`config.mk`:
```
export PLATFORM = sky130hd
export DESIGN_NAME = uart_imem_loader_flat
export DESIGN_NICKNAME = d
export VERILOG_FILES = /design/src/rtl/uart_imem_loader_if.sv /design/src/rtl/uart_imem_loader.sv /design/src/flat_wrapper.sv
export SDC_FILE = /design/constraint.sdc
export NUM_CORES = 1
export LEC_CHECK = 0
export ABC_AREA = 1
export CORE_UTILIZATION = 53
export CTS_CLUSTER_SIZE = 20
export DETAILED_ROUTE_END_ITERATION = 10
export PLACE_DENSITY = 0.76
export RECOVER_POWER = 50
export SLEW_MARGIN = 0
export SYNTH_ARGS = -nofsm -noshare
export SYNTH_HDL_FRONTEND = slang
export SYNTH_SLANG_ARGS = --single-unit
```
`constraint.sdc`:
```
create_clock -name clk -period 1.85 [get_ports clk]
set_input_delay 0.2775 -clock clk [delete_from_list [all_inputs] [get_ports clk]]
set_output_delay 0.2775 -clock clk [all_outputs]
set_load 0.05 [all_outputs]
```
`src/rtl/uart_imem_loader_if.sv`:
```
// Instruction-memory write port driven by the boot loader.
// One registered word write per imem_we pulse.
interface uart_imem_loader_if #(
  parameter int ADDR_WIDTH = 14
);
  logic                  imem_we;
  logic [ADDR_WIDTH-1:0] imem_addr;
  logic [31:0]           imem_wdata;

  modport master (
    output imem_we,
    output imem_addr,
    output imem_wdata
  );

  modport slave (
    input imem_we,
    input imem_addr,
    input imem_wdata
  );
endinterface

```
`src/rtl/uart_imem_loader.sv`:
```
// UART 8N1 boot loader: receives a counted little-endian image
// and writes it into instruction memory, holding the CPU in reset.
module uart_imem_loader #(
  parameter int CLKS_PER_BIT = 868,
  parameter int ADDR_WIDTH   = 14
) (
  input  logic                   clk,
  input  logic                   rst,
  input  logic                   rx,
  input  logic                   load_en,
  uart_imem_loader_if.master     imem,
  output logic                   cpu_rst_n,
  output logic                   done,
  output logic                   frame_err
);

  localparam int CW = $clog2(CLKS_PER_BIT);
  localparam logic [CW-1:0] FULL_M1 = CW'(CLKS_PER_BIT - 1);
  localparam logic [CW-1:0] HALF_M1 = CW'(CLKS_PER_BIT / 2 - 1);

  typedef enum logic [1:0] {
    RX_IDLE,
    RX_START,
    RX_DATA,
    RX_STOP
  } rx_st_t;

  typedef enum logic [2:0] {
    IDLE,
    HDR0,
    HDR1,
    DATA,
    DONE
  } ld_st_t;

  logic          r_rx_s1;
  logic          r_rx_s2;
  rx_st_t        r_rx_st;
  logic [CW-1:0] r_cnt;
  logic [2:0]    r_bit;
  logic [7:0]    r_shift;
  logic          r_byte_valid;
  logic          r_byte_err;

  ld_st_t                r_ld_st;
  logic [15:0]           r_n;
  logic [15:0]           r_wcnt;
  logic [ADDR_WIDTH-1:0] r_widx;
  logic [1:0]            r_bidx;
  logic [31:0]           r_word;
  logic                  r_we;
  logic [ADDR_WIDTH-1:0] r_addr;
  logic [31:0]           r_wdata;
  logic                  r_cpu_rst_n;
  logic                  r_done;
  logic                  r_ferr;

  logic [31:0] w_word_next;
  logic        w_loading;

  assign w_word_next = {r_shift, r_word[31:8]};
  assign w_loading   = (r_ld_st == HDR0) ||
                       (r_ld_st == HDR1) ||
                       (r_ld_st == DATA);

  assign imem.imem_we    = r_we;
  assign imem.imem_addr  = r_addr;
  assign imem.imem_wdata = r_wdata;
  assign cpu_rst_n       = r_cpu_rst_n;
  assign done            = r_done;
  assign frame_err       = r_ferr;

  // Two-flop synchronizer for the asynchronous serial line
  always_ff @(posedge clk or negedge rst) begin
    if (!rst) begin
      r_rx_s1 <= 1'b1;
      r_rx_s2 <= 1'b1;
    end else begin
      r_rx_s1 <= rx;
      r_rx_s2 <= r_rx_s1;
    end
  end

  // UART receiver: mid-bit sampling, glitch reject, stop check
  always_ff @(posedge clk or negedge rst) begin
    if (!rst) begin
      r_rx_st      <= RX_IDLE;
      r_cnt        <= '0;
      r_bit        <= '0;
      r_shift      <= '0;
      r_byte_valid <= 1'b0;
      r_byte_err   <= 1'b0;
    end else begin
      r_byte_valid <= 1'b0;
      r_byte_err   <= 1'b0;
      unique case (r_rx_st)
        RX_IDLE: begin
          r_cnt <= '0;
          r_bit <= '0;
          if (!r_rx_s2) r_rx_st <= RX_START;
        end
        RX_START: begin
          if (r_cnt == HALF_M1) begin
            r_cnt   <= '0;
            r_rx_st <= r_rx_s2 ? RX_IDLE : RX_DATA;
          end else begin
            r_cnt <= r_cnt + 1'b1;
          end
        end
        RX_DATA: begin
          if (r_cnt == FULL_M1) begin
            r_cnt   <= '0;
            r_shift <= {r_rx_s2, r_shift[7:1]};
            r_bit   <= r_bit + 1'b1;
            if (r_bit == 3'd7) r_rx_st <= RX_STOP;
          end else begin
            r_cnt <= r_cnt + 1'b1;
          end
        end
        RX_STOP: begin
          if (r_cnt == FULL_M1) begin
            r_cnt   <= '0;
            r_rx_st <= RX_IDLE;
            if (r_rx_s2) r_byte_valid <= 1'b1;
            else         r_byte_err   <= 1'b1;
          end else begin
            r_cnt <= r_cnt + 1'b1;
          end
        end
        default: r_rx_st <= RX_IDLE;
      endcase
    end
  end

  // Load sequencer: header, word assembly, writes, CPU reset
  always_ff @(posedge clk or negedge rst) begin
    if (!rst) begin
      r_ld_st     <= IDLE;
      r_n         <= '0;
      r_wcnt      <= '0;
      r_widx      <= '0;
      r_bidx      <= '0;
      r_word      <= '0;
      r_we        <= 1'b0;
      r_addr      <= '0;
      r_wdata     <= '0;
      r_cpu_rst_n <= 1'b0;
      r_done      <= 1'b0;
      r_ferr      <= 1'b0;
    end else begin
      r_we <= 1'b0;
      if (w_loading && !load_en) begin
        r_ld_st     <= IDLE;
        r_cpu_rst_n <= 1'b1;
      end else if (w_loading && r_byte_err) begin
        r_ferr  <= 1'b1;
        r_ld_st <= DONE;
      end else begin
        unique case (r_ld_st)
          IDLE: begin
            if (load_en) begin
              r_ld_st     <= HDR0;
              r_cpu_rst_n <= 1'b0;
              r_done      <= 1'b0;
              r_ferr      <= 1'b0;
              r_wcnt      <= '0;
              r_widx      <= '0;
              r_bidx      <= '0;
            end else begin
              r_cpu_rst_n <= 1'b1;
            end
          end
          HDR0: begin
            if (r_byte_valid) begin
              r_n[7:0] <= r_shift;
              r_ld_st  <= HDR1;
            end
          end
          HDR1: begin
            if (r_byte_valid) begin
              r_n[15:8] <= r_shift;
              if ({r_shift, r_n[7:0]} == 16'd0) r_ld_st <= DONE;
              else                              r_ld_st <= DATA;
            end
          end
          DATA: begin
            if (r_byte_valid) begin
              r_word <= w_word_next;
              r_bidx <= r_bidx + 1'b1;
              if (r_bidx == 2'd3) begin
                r_we    <= 1'b1;
                r_addr  <= r_widx;
                r_wdata <= w_word_next;
                r_widx  <= r_widx + 1'b1;
                r_wcnt  <= r_wcnt + 1'b1;
                if (r_wcnt == r_n - 16'd1) r_ld_st <= DONE;
              end
            end
          end
          DONE: begin
            if (!load_en) begin
              r_ld_st     <= IDLE;
              r_cpu_rst_n <= 1'b1;
            end else if (!r_ferr) begin
              r_done <= 1'b1;
            end
          end
          default: r_ld_st <= IDLE;
        endcase
      end
    end
  end

endmodule

```
`src/flat_wrapper.sv`:
```
// flat-port wrapper written by rule: the top's interface ports become plain ports
module uart_imem_loader_flat 
#(
  parameter int CLKS_PER_BIT = 868,
  parameter int ADDR_WIDTH   = 14
)
  (clk, rst, rx, load_en, cpu_rst_n, done, frame_err, imem_imem_we, imem_imem_addr, imem_imem_wdata);
  uart_imem_loader_if #(.ADDR_WIDTH(ADDR_WIDTH)) imem_i ();
  input  logic clk;
  input  logic rst;
  input  logic rx;
  input  logic load_en;
  output logic cpu_rst_n;
  output logic done;
  output logic frame_err;
  output wire logic [$bits(imem_i.imem_we)-1:0] imem_imem_we;
  output wire logic [$bits(imem_i.imem_addr)-1:0] imem_imem_addr;
  output wire logic [$bits(imem_i.imem_wdata)-1:0] imem_imem_wdata;
  assign imem_imem_we = imem_i.imem_we;
  assign imem_imem_addr = imem_i.imem_addr;
  assign imem_imem_wdata = imem_i.imem_wdata;
  uart_imem_loader #(.CLKS_PER_BIT(CLKS_PER_BIT), .ADDR_WIDTH(ADDR_WIDTH)) u_core (.clk(clk), .rst(rst), .rx(rx), .load_en(load_en), .imem(imem_i), .cpu_rst_n(cpu_rst_n), .done(done), .frame_err(frame_err));
endmodule
```
; ---- Word level (Yosys, flattened, before mapping)
; Index checks and enable logic that the tools add are counted.
[classes]
order_cmp = 0
n_addsub = 6
eq_ne = 31
shifts = 0
reduce_logical = 28
n_bitwise = 2
div = 0
multipliers = 0
mux = 56
[op_table]
columns = op, count
row1 = 2-to-1 mux 16 bit, 3
row2 = 2-to-1 mux 14 bit, 3
row3 = 2-to-1 mux 3 bit, 11
row4 = one-hot mux 16 bit (2 select lines), 1
row5 = one-hot mux 10 bit (3 select lines), 1
row6 = one-hot mux 14 bit (2 select lines), 1
row7 = 2-to-1 mux 1 bit, 20
row8 = 2-to-1 mux 10 bit, 2
row9 = "adder 16 x 1 -> 16 bit, second input constant", 1
row10 = == test 16 bit, 1
row11 = zero test 16 bit, 1
row12 = 2-to-1 mux 2 bit, 8
row13 = "subtractor 16 x 1 -> 16 bit, second input constant", 1
row14 = one-hot mux 3 bit (5 select lines), 1
row15 = AND reduction 5 bit, 3
row16 = "adder 14 x 1 -> 14 bit, second input constant", 1
row17 = "inequality test 2 x 1 -> 1 bit, second input constant", 6
row18 = "inequality test 4 x 3 -> 1 bit, second input constant", 3
row19 = AND reduction 4 bit, 3
row20 = AND reduction 6 bit, 2
row21 = "adder 10 x 1 -> 10 bit, second input constant", 1
row22 = "== test 10 bit, second input constant", 1
row23 = "== test 10 x 9 -> 1 bit, second input constant", 1
row24 = "inequality test 2 bit, second input constant", 5
row25 = other kinds (26), 42
[totals]
reg_bits = 160
in_bits = 4
latch_bits = 0
mem_count = 0
rom_bits = 0
ram_bits = 0

; ---- Longest topological paths before layout
[logic_depth]
word_depth = 8
mapped_depth = 15
depth_no_buf = 15

; ---- Worst setup path after synthesis
; OpenSTA, ideal clock, no wires.
[synth_path]
path_kind = reg2reg
from = register u_core.r_n[0]
to = register u_core.r_ld_st[0]
path_stages_with_launch = 14
period_less_slack_ps = 1865
setup_time_ps = 117
arrival_time_ps = 1748
setup_slack_ps = -15
cell_sequence = dfrtp_1 > inv_1 > ha_1 > nand2_1 > nor2_2 > nand2_1 > nand2_1 > nand2_1 > nor3_1 > nand3_1 > nand2_1 > nand3_1 > nand2_1 > nand2_1
[synth_via]
elab_chain_cells = 6
word_cells_on_any_way = 10
[synth_rtl]
columns = element, line_no
row1 = from (decl), uart_imem_loader.sv:46  ; logic [15:0] r_n;
row2 = from (signal assigned), uart_imem_loader.sv:175  ; r_n[7:0] <= r_shift;
row3 = branches (longest 6 deep; another with subtractor 16 x 1 -> 16 bit), --
row4 = to (signal assigned), uart_imem_loader.sv:153  ; r_ld_st <= IDLE;
row5 = to (signal assigned), uart_imem_loader.sv:157  ; r_ld_st <= DONE;
row6 = to (signal assigned), uart_imem_loader.sv:182  ; if ({r_shift, r_n[7:0]} == 16'd0) r_ld_st <= DONE;
row7 = to (decl), uart_imem_loader.sv:45  ; ld_st_t r_ld_st;
; Parallel ways; which one is timed is not known. The select of a mux whose other input is x is not followed.
; A chain may end at the register's enable or synchronous reset.

; ---- Final worst setup path
[layout_path]
from = register u_core.r_ld_st[1]
to = register u_core.r_widx[4]
[layout_via]
elab_chain_cells = 6
word_cells_on_any_way = 16
[layout_rtl]
columns = element, line_no
row1 = from (signal assigned), uart_imem_loader.sv:138  ; r_ld_st <= IDLE;
row2 = from (signal assigned), uart_imem_loader.sv:153
row3 = from (signal assigned), uart_imem_loader.sv:157
row4 = == test 3 x 1 -> 1 bit or == test 3 x 2 -> 1 bit (tied branches), "uart_imem_loader.sv:62, uart_imem_loader.sv:63"
row5 = logical OR 1 bit, uart_imem_loader.sv:62  ; assign w_loading = (r_ld_st == HDR0) ||
row6 = logical OR 1 bit, uart_imem_loader.sv:63  ; (r_ld_st == HDR1) ||
row7 = "logical AND 1 bit, on equally long branches", "uart_imem_loader.sv:152, uart_imem_loader.sv:155"
row8 = inverter 1 bit (no line), --
row9 = AND reduction 6 bit (no line), --
row10 = to (signal assigned), uart_imem_loader.sv:194  ; r_widx <= r_widx + 1'b1;
row11 = to (decl), uart_imem_loader.sv:48  ; logic [ADDR_WIDTH-1:0] r_widx;
; Parallel ways exist; a longest one is shown, timed or not.

==> out/qor.yml <==
status: "finished, violations left"
violations: "setup timing"
tns_ns: -0.475
synth.cell_area_um2: 7060
yosysSeqAreaShare_pct: 53.9
drv_cap: 0
hp-class: "reg2reg"
reg2reg_depth: 12
dieHeight_um: 117
drcViolationCount: 0
drive_gt1_share_pct: 17.5
yosysUniqueCellTypes: 36
max_freq_ghz: 0.500
period_needed_ns: 2.00
num_rows: 41
top_layer: "met4"
core-area_um2: 12800
route.met2.wl_mm: 8.58
io_buffers: 53
hold_viol: 0
synth_top_flop_cell: "dfrtp_1"
synth_seq_cells: 152
firstDrtPassIters: 5
powerDensity_nw_per_um2: 863
antenna_cells: 0
r2r_start: "u_core.r_ld_st[1]"
ant_nets: 0
ctsLongestPathBuffers: 2
skew_ns: 0.00523
layout_common_cells: "233 x nand2_1, 144 x dfrtp_1, 101 x o21ai_0, 100 x inv_1, 66 x buf_4"
clkTransAtPathRegs_ns: 0.06
async_reset_ff_share_pct: 100
via_per_inst: 5.31
initial_core_util_pct: 55.0
drt_iter0_drc: 434
period_share_pct: 108
reg2reg_to: "u_core.r_widx[4]"
power_leakage_nw: 4.74
crit_end: "u_core.r_widx[4]"
worstSetupStartpoint: "u_core.r_ld_st[1]"
wl_per_cell_um: 14.6
maxSlewViolCount: 0
hp-start: "u_core.r_rx_s1"
netlist_instances: 860
track_usage_pct: 25.6
cts_tree: "done"
cp-end-kind: "register"
vias: 6215
h-tree-depth: 4
grt_pass1_wl_mm: 28.2
die_width_um: 117
post-route-util_pct: 71.2
path_max_fanout: 7
cts-root-buf: "clkbuf_16"
yosysWarnings: 0
grt_overflow: 0
max-vdd-ir-drop_v: 0.000639
routed_wl_mm: 17.1
setup_violations: 10
grt_pass1_vias: 6001
clock-sinks: 152
final_common_cell: "nand2_1"
met3_length_um: 674
rsz0062_at_grt: "yes"
crit_type: "reg2reg"
arrival_ns: 2.31
hpwl_mm: 11.3
antenna_found_initial: 0
fillers: 961
syn_area_per_cell_um2: 8.21
hold_depth: 0
gp_congestion: 0.918
synthesis.nets: 873
ff2ff_setup_slack_ns: -0.15
pre_cts_slack_ns: -0.0798
area_growth_pct: 29.3
startpoint_type: "register"
slew_headroom_pct: 47.6
clock_latency_ns: 0.42
cts_buffers: 17
m1WireLength_mm: 7.43
nNetsFinal: 999
layout_setup_ws_ns: -0.151
top_level_ports: 54
cp.required_ns: 2.16
worst_pin_slew_ns: 0.785
grt_max_degree: 60
die_area_um2: 13800
synth-edff-count: 0
[Yosys cell counts, types with 3 or more instances]
library cell	instances	area, um^2
nand2_2	4	25.0
nor2_2	7	43.8
nor2_1	59	221
buf_2	8	40.0
nand3_1	42	210
nor4_1	8	50.1
clkbuf_1	12	45.0
o31ai_1	3	22.5
nor3_1	23	115
nand2_1	237	890
o21ai_0	105	526
xnor2_1	3	26.3
a211oi_1	4	30.0
inv_2	6	22.5
dfrtp_1	150	3750
nor2_4	3	33.8
xor2_1	12	105
nand4_1	16	100
a21oi_1	24	120
ha_1	9	113
inv_1	106	398
[stage by stage]
step                hold slack [ns]  cells  instance area, um^2  power [mW]
finish                        0.356   1170                 9130        7.87
global route                  0.364   1170                 9130        8.14
CTS                           0.250   1161                 8920        7.78
detailed placement            0.176   1122                 8210        4.34
global placement              0.176   1122                 8210        4.33
floorplan                   -0.0181    860                 7060        3.98
[flip-flops by register name (all words and copies together) (netlist names), 2 cells and up, named ones only]
register and flops:
u_core.r_ld_st 3, u_core.r_wcnt 16, u_core.imem.imem_addr 14, u_core.r_shift 8, u_core.r_word 24, u_core.r_widx 14
u_core.r_bit 3, u_core.r_cnt 10, u_core.r_bidx 2, u_core.imem.imem_wdata 32, u_core.r_n 16
[worst max-delay path, stage by stage, from the launching register on]
cell and delay (ns):
dfrtp_1 0.40, inv_2 0.12, nand2_4 0.08, nand2_4 0.10
nor2_4 0.04, nor2_4 0.11, nand3_2 0.10, nand2_4 0.15
nand4_1 0.21, buf_4 0.20, buf_4 0.12, o21ai_0 0.17
a21oi_1 0.07
[layout make-up]
cell class,instances,area (um^2),area share (%)
flip-flops and latches,152,3810,41.8
multi-input cells,573,2960,32.4
repair buffers,129,1120,12.3
clock buffers,22,474,5.20
inverters,113,428,4.69
well taps,172,215,2.36
clock inverters,9,116,1.28
[per-layer routing]
metal | GRT usage, % | vias up
met5 | 0 | -
met4 | 10.8 | 0
met3 | 4.77 | 47
met2 | 43.3 | 172
met1 | 32.3 | 2972
li1 | - | 3024
[worst min-delay path by stage]
| stage | to |
|---|---|
| floorplan | async pin |
| global placement | u_core.imem.imem_we |
| detailed placement | u_core.imem.imem_we |
| CTS | u_core.r_rx_s1 |
| global route | u_core.r_rx_s2 |
| finish | u_core.r_rx_s2 |
[power by group]
group          switching, mW  leakage, nW  internal (mW)
combinational          0.628         2.37          0.339
clock                   1.38        0.281           2.10
sequential            0.0479         2.08           3.39
[cells by family after synthesis]
| kind of cell | Yosys count | synth area share [%] |
|---|---|---|
| AOI/OAI and AO/OA | 142 | 10.4 |
| xor gates and xnor gates | 15 | 1.86 |
| adders and majority gates | 9 | 1.60 |
| buffers and inverters | 135 | 7.32 |
| DFF | 152 | 53.9 |
| and+or+nand+nor | 407 | 24.9 |
[repair_timing]
action	CTS	global route
resized for setup	68	51
hold buffers	1	0
setup buffers	7	9
endpoints found under the setup margin	39	39
pin swaps	13	19
endpoints found under the hold margin	27	0
(Power assumes the default switching activity.)
